===== src/rtl/word_decision_if.sv =====
// Score-frame stream into word_decision: one frame of NUM_CLASSES signed scores
// per valid/ready handshake.
interface word_decision_if #(
  parameter int NUM_CLASSES = 8,
  parameter int DATA_W      = 16
);
  logic                          prob_valid;
  logic                          prob_ready;
  logic [NUM_CLASSES*DATA_W-1:0] prob_flat;

  modport master (output prob_valid, output prob_flat, input prob_ready);
  modport slave  (input prob_valid, input prob_flat, output prob_ready);
endinterface


===== src/rtl/word_decision.sv =====
// Final speech-recognition stage: sequential argmax over the class scores of a frame,
// then emits a word once one class wins HOLD_FRAMES consecutive above-threshold frames.
module word_decision #(
  parameter int NUM_CLASSES = 8,
  parameter int DATA_W      = 16,
  parameter int THRESH      = 256,
  parameter int HOLD_FRAMES = 3
) (
  input  logic                       clk,
  input  logic                       rst_n,
  word_decision_if.slave             prob,
  output logic                       frame_done,
  output logic [$clog2(NUM_CLASSES)-1:0] frame_id,
  output logic signed [DATA_W-1:0]   frame_score,
  output logic                       word_valid,
  output logic [$clog2(NUM_CLASSES)-1:0] word_id,
  output logic signed [DATA_W-1:0]   word_score,
  output logic [15:0]                frames_seen
);

  localparam int ID_W  = $clog2(NUM_CLASSES);
  localparam int RUN_W = $clog2(HOLD_FRAMES + 1);
  localparam logic signed [DATA_W-1:0] THRESH_S = DATA_W'(THRESH);
  localparam logic [ID_W-1:0]  LAST_ID  = ID_W'(NUM_CLASSES - 1);
  localparam logic [RUN_W-1:0] HOLD_R   = RUN_W'(HOLD_FRAMES);
  localparam logic [RUN_W-1:0] HOLD_M1  = RUN_W'(HOLD_FRAMES - 1);
  localparam bit               HOLD_ONE = (HOLD_FRAMES == 1);

  typedef enum logic [1:0] {IDLE, SCAN, DECIDE} state_t;

  state_t                    state;
  logic signed [DATA_W-1:0]  scores [NUM_CLASSES];
  logic signed [DATA_W-1:0]  best;
  logic [ID_W-1:0]           best_id;
  logic [ID_W-1:0]           idx;
  logic [ID_W-1:0]           cand;
  logic [RUN_W-1:0]          run;

  assign prob.prob_ready = (state == IDLE) && rst_n;

  // Frame capture, one-class-per-cycle argmax, then run-length decision on the winner.
  always_ff @(posedge clk) begin
    if (!rst_n) begin
      state       <= IDLE;
      best        <= '0;
      best_id     <= '0;
      idx         <= '0;
      cand        <= '0;
      run         <= '0;
      frame_done  <= 1'b0;
      frame_id    <= '0;
      frame_score <= '0;
      word_valid  <= 1'b0;
      word_id     <= '0;
      word_score  <= '0;
      frames_seen <= '0;
    end else begin
      frame_done <= 1'b0;
      word_valid <= 1'b0;
      case (state)
        IDLE: begin
          if (prob.prob_valid) begin
            for (int k = 0; k < NUM_CLASSES; k++) begin
              scores[k] <= prob.prob_flat[k*DATA_W +: DATA_W];
            end
            best        <= $signed(prob.prob_flat[DATA_W-1:0]);
            best_id     <= '0;
            idx         <= ID_W'(1);
            frames_seen <= frames_seen + 16'd1;
            state       <= SCAN;
          end
        end
        SCAN: begin
          // Strict compare so ties keep the lower index.
          if (scores[idx] > best) begin
            best    <= scores[idx];
            best_id <= idx;
          end
          if (idx == LAST_ID) begin
            state <= DECIDE;
          end
          idx <= idx + 1'b1;
        end
        DECIDE: begin
          frame_done  <= 1'b1;
          frame_id    <= best_id;
          frame_score <= best;
          if (best < THRESH_S) begin
            run <= '0;
          end else if (best_id == cand && run != '0) begin
            // Saturated runs hold at HOLD_FRAMES and never re-emit.
            if (run != HOLD_R) begin
              run <= run + 1'b1;
            end
            if (run == HOLD_M1) begin
              word_valid <= 1'b1;
              word_id    <= best_id;
              word_score <= best;
            end
          end else begin
            cand <= best_id;
            run  <= RUN_W'(1);
            if (HOLD_ONE) begin
              word_valid <= 1'b1;
              word_id    <= best_id;
              word_score <= best;
            end
          end
          state <= IDLE;
        end
        default: state <= IDLE;
      endcase
    end
  end

endmodule


===== src/flat_wrapper.sv =====
// flat-port wrapper written by rule: the top's interface ports become plain ports
module word_decision_flat 
#(
  parameter int NUM_CLASSES = 8,
  parameter int DATA_W      = 16,
  parameter int THRESH      = 256,
  parameter int HOLD_FRAMES = 3
)
  (clk, rst_n, frame_done, frame_id, frame_score, word_valid, word_id, word_score, frames_seen, prob_prob_valid, prob_prob_flat, prob_prob_ready);
  word_decision_if #(.NUM_CLASSES(NUM_CLASSES), .DATA_W(DATA_W)) prob_i ();
  input  logic clk;
  input  logic rst_n;
  output logic frame_done;
  output logic [$clog2(NUM_CLASSES)-1:0] frame_id;
  output logic signed [DATA_W-1:0] frame_score;
  output logic word_valid;
  output logic [$clog2(NUM_CLASSES)-1:0] word_id;
  output logic signed [DATA_W-1:0] word_score;
  output logic [15:0] frames_seen;
  input wire logic [$bits(prob_i.prob_valid)-1:0] prob_prob_valid;
  input wire logic [$bits(prob_i.prob_flat)-1:0] prob_prob_flat;
  output wire logic [$bits(prob_i.prob_ready)-1:0] prob_prob_ready;
  assign prob_i.prob_valid = prob_prob_valid;
  assign prob_i.prob_flat = prob_prob_flat;
  assign prob_prob_ready = prob_i.prob_ready;
  word_decision #(.NUM_CLASSES(NUM_CLASSES), .DATA_W(DATA_W), .THRESH(THRESH), .HOLD_FRAMES(HOLD_FRAMES)) u_core (.clk(clk), .rst_n(rst_n), .prob(prob_i), .frame_done(frame_done), .frame_id(frame_id), .frame_score(frame_score), .word_valid(word_valid), .word_id(word_id), .word_score(word_score), .frames_seen(frames_seen));
endmodule

===== config.mk =====
export PLATFORM = sky130hd
export DESIGN_NAME = word_decision_flat
export DESIGN_NICKNAME = d
export VERILOG_FILES = /design/src/rtl/word_decision_if.sv /design/src/rtl/word_decision.sv /design/src/flat_wrapper.sv
export SDC_FILE = /design/constraint.sdc
export NUM_CORES = 1
export LEC_CHECK = 0
export CORE_MARGIN = 2
export CORE_UTILIZATION = 46
export CTS_CLUSTER_SIZE = 16
export DETAILED_ROUTE_END_ITERATION = 10
export HOLD_SLACK_MARGIN = 0.1
export PLACE_DENSITY = 0.82
export SYNTH_ARGS = -nofsm -noshare
export SYNTH_HDL_FRONTEND = slang
export SYNTH_SLANG_ARGS = --single-unit

===== constraint.sdc =====
create_clock -name clk -period 5.08 [get_ports clk]
set_clock_uncertainty 0.2 [all_clocks]
set_input_delay 0.508 -clock clk [delete_from_list [all_inputs] [get_ports clk]]
set_output_delay 0.508 -clock clk [all_outputs]
set_load 0.02 [all_outputs]

After elaboration in Yosys (flattened, before gate mapping) --
Memories as Yosys holds them, arrays and structs flattened. A register that Yosys moved wholly into a read port is not among the register bits. Cells that the tools add are included.
Word-level totals: flip-flop bits (word level) 85, latch bits 0, memory bits (writable) 128, ROM bits 0, output and inout port bits 57, word-level logic and storage cells 68, memories kept 1
Operators by class: add/sub/neg operators 3, multipliers 0, div/mod/pow operators 0, $lt $le $gt $ge 2, eq/ne operators 10, shift operators 0, multiplexer cells 22, bitwise operators 4, reductions and logical operators 13
Memories:
- u_core.scores | words 8, bits a word 16, rd ports 1, clocked after Yosys merged registers in 1, wr ports 8, RTL line word_decision.sv:32 | logic signed [DATA_W-1:0] scores [NUM_CLASSES];
Operator list (number):
- 2-to-1 mux 16 bit | 2
- one-hot mux 16 bit (2 select lines) | 1
- adder 16 x 1 -> 16 bit, second input constant | 1
- greater-than comparator 16 bit | 1
- less-than comparator 16 x 10 -> 1 bit, second input constant | 1
- 2-to-1 mux 3 bit | 5
- one-hot mux 3 bit (2 select lines) | 2
- 2-to-1 mux 2 bit | 5
- AND reduction 2 bit | 4
- 2-to-1 mux 1 bit | 6
- AND reduction 3 bit | 2
- == test 2 bit, second input constant | 2
- != test 2 x 1 -> 1 bit, second input constant | 2
- != test 2 bit, second input constant | 2
- inverter 1 bit | 4
- one-hot mux 2 bit (2 select lines) | 1
- AND reduction 4 bit | 1
- nonzero test 2 bit | 2
- OR reduction 4 bit | 1
- adder 3 x 1 -> 3 bit, second input constant | 1
- == test 3 bit | 1
- == test 3 bit, second input constant | 1
- != test 3 x 2 -> 1 bit, second input constant | 1
- adder 2 x 1 -> 2 bit, second input constant | 1
- other kinds (3) | 4

Depth between registers and ports, before layout --
Gate-level depths: netlist of the first run.
word-level depth 5, mapped depth 13, gate-level depth less buffers 9

Least setup slack after synthesis of the first run --
No wires, ideal clock.
path kind input-to-reg, from input prob_prob_valid, to memory u_core.scores[0][0], enable pin, library setup time 0.502 ns, data arrival time 4.102 ns, data required time 4.378 ns, path slack 0.276 ns, stages 3, path buffers 1, cell sequence nor3b_1 > buf_6 > and2_1
RTL lines:
- start: declaration | RTL line flat_wrapper.sv:20 | input wire logic [$bits(prob_i.prob_valid)-1:0] prob_prob_valid;
- end: declaration | RTL line word_decision.sv:32

==> results.tsv, run 1 <==
metric	value	unit
run status	completed	
arrival time at the worst endpoint	4.36	ns
largest driver fanout on the critical path	13	
setup repair after global routing missed its margin	false	
power density over the cells	336	nW/um^2
Least-Margin Pin Slew	0.856	ns
Worst Setup Start Kind	flip-flop	
count of synthesis-stage warnings from yosys	0	
Placed Cells	1075	
cell count of the worst reg-to-reg path	11	
number of violations reported at the end of detailed-routing iteration 0	265	
fraction of layout instances using a drive strength above 1	11.7	%
max-slew violations	0	
total clock sinks	216	
Hold/Removal Path Class	flip-flop to flip-flop	
kind of critical path	flip-flop to flip-flop	
Port Buffers	187	
Mapped Nets	807	
number of antenna violations at the first check in global routing	0	
remaining antenna violation count after routing	0	
type of element capturing the critical path	flip-flop	
hold buffer count at cts	0	
main combinational cell family by area after synthesis	multiplexers	
internal reg-to-reg setup slack	0.96	ns
Critical R2R Capture	u_core.best[1]	
synthesized area per cell	13.7	sq um
share of the clock period used by the worst path	81.1	%
number of DRC violations after detailed routing	0	
Cell Rows	50	
min cycle time layout	4.12	ns
post-CTS sizing	0	
prevailing post-synth register cell	sky130_fd_sc_hd__edfxtp_1	
Async S/R FF share, synth	0	%
total of flip-flops plus latches after synthesis	216	
required arrival time at the worst endpoint	5.31	ns
worst max-slew margin expressed relative to the limit	42.8	%
placed wire-length estimate	14100	um
fraction of the yosys area taken by sequential cells	62.7	%
via count of the routed design	5725	
maximum number of pins on one net before global-route repair	86	
synthesized netlist cell count	654	
clock-pin slew on the worst setup and hold paths	0.06	ns
Cell Count, Final, Fillers Out	1114	
count of nets after finishing	992	
top-level port count	188	
Initial Utilization	47.3	%
post-synthesis simple-gate area fraction	10.7	%
Post-Route Setup TNS	0	ns
WL final	19200	um
area delta synth->final	31.0	%
cell count of the worst hold path	2	
area fraction in compound gates after synthesis	6.35	%
CTS HTree Levels	1	
dpl cell area	11000	sq um
fmax	243	MHz
worst path setup slack after routing	0.958	ns
netlist area before placement	8940	sq um
maximum VDD drop	0.000280	V
clock insertion delay at the later pin of the skew report	0.51	ns
library cell used as clock root buffer	sky130_fd_sc_hd__clkbuf_16	
XOR/XNOR share of the synthesized area	1.67	%
count of buffers added by post-CTS timing repair for setup	0	
TritonCTS clock tree	yes	
overall power consumption	3.94	mW
n_diodes	0	
Hold Fails Final Rpt	0	
routed vias/inst	5.14	
total core area	18900	sq um
global-route total usage across every layer	19.0	%
router iterations before antenna repair	5	
count of final setup violators	0	
Die ar.	20600	sq um
GRT Residual Overflow	0	
Leakage Power	4.06	nW
placer congestion estimate	0.797	
Post-synth EDFFs	128	
share of synthesized cell area in full adder, half adder and majority cells	3.08	%
worst setup slack after placement	0.908	ns
share of cell area taken by muxes after synthesis	12.6	%
global-route wire length before repair	30000	um
number of global-route vias before repair	5639	
number of clock buffers inserted by TritonCTS	22	
design area	11700	sq um
Die Y	143	um
Routed wire per std cell	17.2	um
post-synth cell types	44	
total of max-cap violations	0	
worst setup path endpoint	u_core.best[1]	
DIE WIDTH	143	um
Bufs on Longest Clock Path	3	
worst min-delay path by stage:
stage                     slack [ns]                   from               endpoint
after floorplan                 0.26        u_core.best[10]  u_core.word_score[10]
after global routing            0.26   u_core.word_score[2]   u_core.word_score[2]
after global placement          0.24   u_core.word_score[2]   u_core.word_score[2]
after CTS                       0.24                  rst_n        u_core.state[0]
final                           0.25  u_core.word_score[14]  u_core.word_score[14]
after detailed placement        0.24  u_core.word_score[10]  u_core.word_score[10]
synth_stat cells, drive strengths merged, types with 2 or more instances:
cell | n | area share [%]
a21boi | 40 | 3.4
a21oi | 9 | 0.50
and2 | 19 | 1.3
and3 | 7 | 0.49
and4 | 4 | 0.39
buf | 14 | 1.2
clkbuf | 22 | 0.92
dfxtp | 88 | 20
edfxtp | 128 | 43
ha | 22 | 3.1
inv | 19 | 0.80
mux2 | 15 | 1.9
mux2i | 24 | 2.7
mux4 | 32 | 8.1
nand2 | 108 | 4.5
nand2b | 17 | 1.2
nand3 | 11 | 0.67
nand4 | 5 | 0.42
nor2 | 6 | 0.25
nor2b | 8 | 0.56
nor3 | 2 | 0.11
nor3b | 3 | 0.31
nor4 | 3 | 0.35
o211ai | 17 | 1.4
o21ai | 7 | 0.39
xnor2 | 11 | 1.1
xor2 | 6 | 0.59
layout make-up:
| cell class | instances | area (sq um) |
|---|---|---|
| multi-input cells | 383 | 3090 |
| clock inverters | 9 | 82.6 |
| inverters | 19 | 71.3 |
| flip-flops and latches | 216 | 5610 |
| well taps | 260 | 325 |
| repair buffers | 197 | 1940 |
| fillers | 1434 | 7180 |
| clock buffers | 30 | 591 |
layer usage:
layer	track usage, %	routed length (um)
met2	30.1	8970
met4	5.83	481
met1	26.9	8590
met5	0	0
met3	3.37	1140
cells in the final DEF, fill, tap and decap left out, types with 2 or more instances in the layout:
cell type	count
sky130_fd_sc_hd__clkdlybuf4s50_1	186
sky130_fd_sc_hd__edfxtp_1	128
sky130_fd_sc_hd__nand2_1	108
sky130_fd_sc_hd__dfxtp_1	86
sky130_fd_sc_hd__mux4_2	32
sky130_fd_sc_hd__mux2i_1	24
sky130_fd_sc_hd__ha_1	22
sky130_fd_sc_hd__clkbuf_16	22
sky130_fd_sc_hd__a21boi_0	20
sky130_fd_sc_hd__inv_1	19
sky130_fd_sc_hd__a21boi_1	19
sky130_fd_sc_hd__and2_1	18
sky130_fd_sc_hd__nand2b_1	17
sky130_fd_sc_hd__o211ai_1	17
sky130_fd_sc_hd__mux2_2	15
sky130_fd_sc_hd__xnor2_1	11
sky130_fd_sc_hd__nand3_1	10
sky130_fd_sc_hd__buf_4	10
sky130_fd_sc_hd__a21oi_1	9
sky130_fd_sc_hd__nor2b_1	8
sky130_fd_sc_hd__and3_1	7
sky130_fd_sc_hd__o21ai_0	7
sky130_fd_sc_hd__clkbuf_1	7
sky130_fd_sc_hd__xor2_1	6
sky130_fd_sc_hd__nor2_1	6
sky130_fd_sc_hd__nand4_1	4
sky130_fd_sc_hd__and4_1	4
sky130_fd_sc_hd__clkinv_2	4
sky130_fd_sc_hd__nor3b_2	2
sky130_fd_sc_hd__nor4_2	2
sky130_fd_sc_hd__nor3_1	2
sky130_fd_sc_hd__dfxtp_2	2
sky130_fd_sc_hd__clkinv_1	2
cells by family after synthesis:
logic type	count (synthesis)
flip-flops	216
buffers and inverters	55
AO/OA/AOI/OAI	79
adder cells (fa/ha/maj)	22
XOR/XNOR	17
multiplexers	71
AND/OR/NAND/NOR	194
through the flow:
stage	hold slack (ns)	util (%)
floorplan	0.262	-
global placement	0.239	58.4
detailed placement	0.241	58.4
CTS	0.242	62.0
global route	0.264	62.0
finish	0.249	62.0
worst max-delay path: stages, from the launching register on:
cell                       delay, ns
sky130_fd_sc_hd__dfxtp_2        0.59
sky130_fd_sc_hd__buf_4          0.31
sky130_fd_sc_hd__mux4_2         0.51
sky130_fd_sc_hd__mux2_2         0.29
sky130_fd_sc_hd__ha_1           0.31
sky130_fd_sc_hd__nand4_2        0.16
sky130_fd_sc_hd__nor4_2         0.35
sky130_fd_sc_hd__a21boi_2       0.24
sky130_fd_sc_hd__nor2_1         0.09
sky130_fd_sc_hd__o31ai_4        0.45
sky130_fd_sc_hd__buf_4          0.34
sky130_fd_sc_hd__mux2i_1        0.21
report_power, final:
group	internal (mW)	leakage [nW]	switching (mW)	total, mW
sequential	1.93	1.90	0.0613	2.00
combinational	0.247	1.83	0.197	0.444
clock	0.868	0.330	0.633	1.50
sequential cells by signal, summed over array words and instances (netlist names), named ones only:
register / flops
u_core.run: 2
u_core.frames_seen: 16
u_core.word_id: 3
u_core.word_valid: 1
u_core.scores: 128
u_core.frame_id: 3
u_core.frame_score: 16
u_core.frame_done: 1
u_core.idx: 3
u_core.best: 16
u_core.best_id: 3
u_core.cand: 3
u_core.word_score: 16
u_core.state: 2
Power figures use the tool's default switching activity.
==> inputs of run 2 (changes only) <==
--- a/config.mk
+++ b/config.mk
@@ -6,11 +6,11 @@
 export NUM_CORES = 1
 export LEC_CHECK = 0
 export CORE_MARGIN = 2
-export CORE_UTILIZATION = 46
+export CORE_UTILIZATION = 50
 export CTS_CLUSTER_SIZE = 16
 export DETAILED_ROUTE_END_ITERATION = 10
 export HOLD_SLACK_MARGIN = 0.1
-export PLACE_DENSITY = 0.82
+export PLACE_DENSITY = 0.84
 export SYNTH_ARGS = -nofsm -noshare
 export SYNTH_HDL_FRONTEND = slang
 export SYNTH_SLANG_ARGS = --single-unit
==> constraint.sdc (replaced) <==
create_clock -name clk -period 3.84 [get_ports clk]
set_clock_uncertainty 0.2 [all_clocks]
set_input_delay 0.384 -clock clk [delete_from_list [all_inputs] [get_ports clk]]
set_output_delay 0.384 -clock clk [all_outputs]
set_load 0.02 [all_outputs]
==> run 2 against run 1 <==
  * Die area decreased by 7.8%
  * Total power increased by 43%
  * Routed wire length up 5.4%
  * Hold slack lost 0.026 ns
  * Largest power group unchanged
  * Highest routed layer unchanged
==> results.tsv, run 2 (same netlist as run 1, synthesis figures left out) <==
metric	value	unit
fmax	276	MHz
Hold/Removal Path Class	primary input to flip-flop	
Leakage Power	4.22	nW
Initial Utilization	51.3	%
number of antenna violations at the first check in global routing	0	
Die ar.	19000	sq um
number of clock buffers inserted by TritonCTS	24	
largest driver fanout on the critical path	12	
design area	12000	sq um
global-route wire length before repair	31000	um
TritonCTS clock tree	yes	
busiest layer in global routing	met2	
cell count of the worst reg-to-reg path	12	
remaining antenna violation count after routing	0	
Bufs on Longest Clock Path	3	
Die Y	138	um
commonest non-fill, non-tap cell in the layout	sky130_fd_sc_hd__clkdlybuf4s50_1	
count of final setup violators	0	
met1 capacity usage during global routing	28.8	%
Layout fillers	1200	
library cell used as clock root buffer	sky130_fd_sc_hd__clkbuf_16	
Worst Setup Start Kind	flip-flop	
max-slew violations	0	
internal reg-to-reg setup slack	0.21	ns
via count of the routed design	5868	
Critical R2R Capture	u_core.best[1]	
CTS HTree Levels	1	
power density over the cells	471	nW/um^2
commonest cells after routing, fill and taps aside	sky130_fd_sc_hd__clkdlybuf4s50_1, sky130_fd_sc_hd__edfxtp_1, sky130_fd_sc_hd__nand2_1	
GRT Residual Overflow	0	
global-route total usage across every layer	21.6	%
min cycle time layout	3.63	ns
maximum number of pins on one net before global-route repair	69	
maximum VDD drop	0.000378	V
Least-Margin Pin Slew	0.847	ns
Port Buffers	187	
Largest Register	u_core.scores	
DIE WIDTH	138	um
Cell Rows	48	
count of nets after finishing	1005	
worst setup slack after placement	-0.214	ns
type of element capturing the critical path	flip-flop	
number of global-route vias before repair	5794	
WL final	20200	um
top-level port count	188	
area delta synth->final	34.1	%
share of the clock period used by the worst path	94.5	%
hold buffer count at cts	0	
total of max-cap violations	0	
run status	completed	
n_diodes	0	
setup repair after global routing missed its margin	false	
router iterations before antenna repair	5	
number of DRC violations after detailed routing	0	
worst hold margin	0.223	ns
Routed wire per std cell	18.5	um
kind of critical path	flip-flop to flip-flop	
total clock sinks	216	
number of violations reported at the end of detailed-routing iteration 0	326	
clock insertion delay at the later pin of the skew report	0.51	ns
fraction of layout instances using a drive strength above 1	13.4	%
routed vias/inst	5.36	
Hold Fails Final Rpt	0	
total core area	17400	sq um
placer congestion estimate	0.782	
Post-Route Setup TNS	0	ns
dpl cell area	11100	sq um
worst path setup slack after routing	0.211	ns
max FFs per register	128	
clock-pin slew on the worst setup and hold paths	0.06	ns
met2 usage in global routing	36.5	%
arrival time at the worst endpoint	3.86	ns
required arrival time at the worst endpoint	4.07	ns
worst setup path endpoint	u_core.best[1]	
met3 global-route usage	4.38	%
placed wire-length estimate	13800	um
worst max-slew margin expressed relative to the limit	43.5	%
[run 2: cell count changes in the layout (fill, tap and decap cells not counted), sizes merged]
cell / change
clkbuf: -1
buf: +10
clkinv: +4
bufinv: +3
[run 2: final cells by class]
class	count	area, sq um	area share (%)
timing repair buffer	208	2120	17.7
multi-input combinational	383	3090	25.8
clock buffer	28	637	5.31
tap	225	282	2.35
clock inverter	16	181	1.51
inverter	19	71.3	0.595
sequential	216	5610	46.8
[run 2: metal layers]
layer	part of all wire, %	vias up
met5	0	-
met2	49	224
met3	6.1	30
met4	2.0	0
met1	43	2833
li1	-	2781
[run 2: per-stage QoR]
| stage | std cells | utilization, % | power [mW] |
|---|---|---|---|
| floorplan | 654 | - | 3.02 |
| finish | 1095 | 68.9 | 5.65 |
| global route | 1095 | 68.9 | 5.84 |
| detailed placement | 1048 | 63.8 | 3.31 |
| global placement | 1048 | 63.8 | 3.29 |
| CTS | 1094 | 68.7 | 5.68 |
[run 2: worst min-delay path by stage]
stage | endpoint | from | depth (start not counted)
5_1_grt | u_core.scores[4][8] | prob_prob_flat[72] | 1
6_report | u_core.scores[7][8] | prob_prob_flat[120] | 1
3_3_place_gp | u_core.word_id[1] | u_core.word_id[1] | 2
3_5_place_dp | u_core.word_id[0] | u_core.word_id[0] | 2
4_1_cts | flip-flop | rst_n | 4
2_1_floorplan | u_core.word_score[10] | u_core.best[10] | 2
[run 2: worst max-delay path: stages, from the launching register on]
cell and delay, ns:
sky130_fd_sc_hd__dfxtp_2 0.40, sky130_fd_sc_hd__buf_12 0.17, sky130_fd_sc_hd__buf_12 0.15, sky130_fd_sc_hd__mux4_2 0.56
sky130_fd_sc_hd__mux2_2 0.31, sky130_fd_sc_hd__ha_1 0.29, sky130_fd_sc_hd__a21oi_1 0.13, sky130_fd_sc_hd__o21ai_0 0.11
sky130_fd_sc_hd__a211o_1 0.32, sky130_fd_sc_hd__o32a_2 0.41, sky130_fd_sc_hd__o31ai_4 0.09, sky130_fd_sc_hd__buf_12 0.20
sky130_fd_sc_hd__mux2i_1 0.20
[run 2: timing repair]
item,CTS,global route
resized for setup,0,1
gates cloned,0,1
setup endpoints to repair,19,4
buffers inserted,2,0
pin swaps,1,0
[run 2: report_power, final]
part	internal [mW]	switching [mW]
combinational	0.366	0.291
sequential	2.56	0.0757
clock	1.45	0.901
total	4.38	1.27
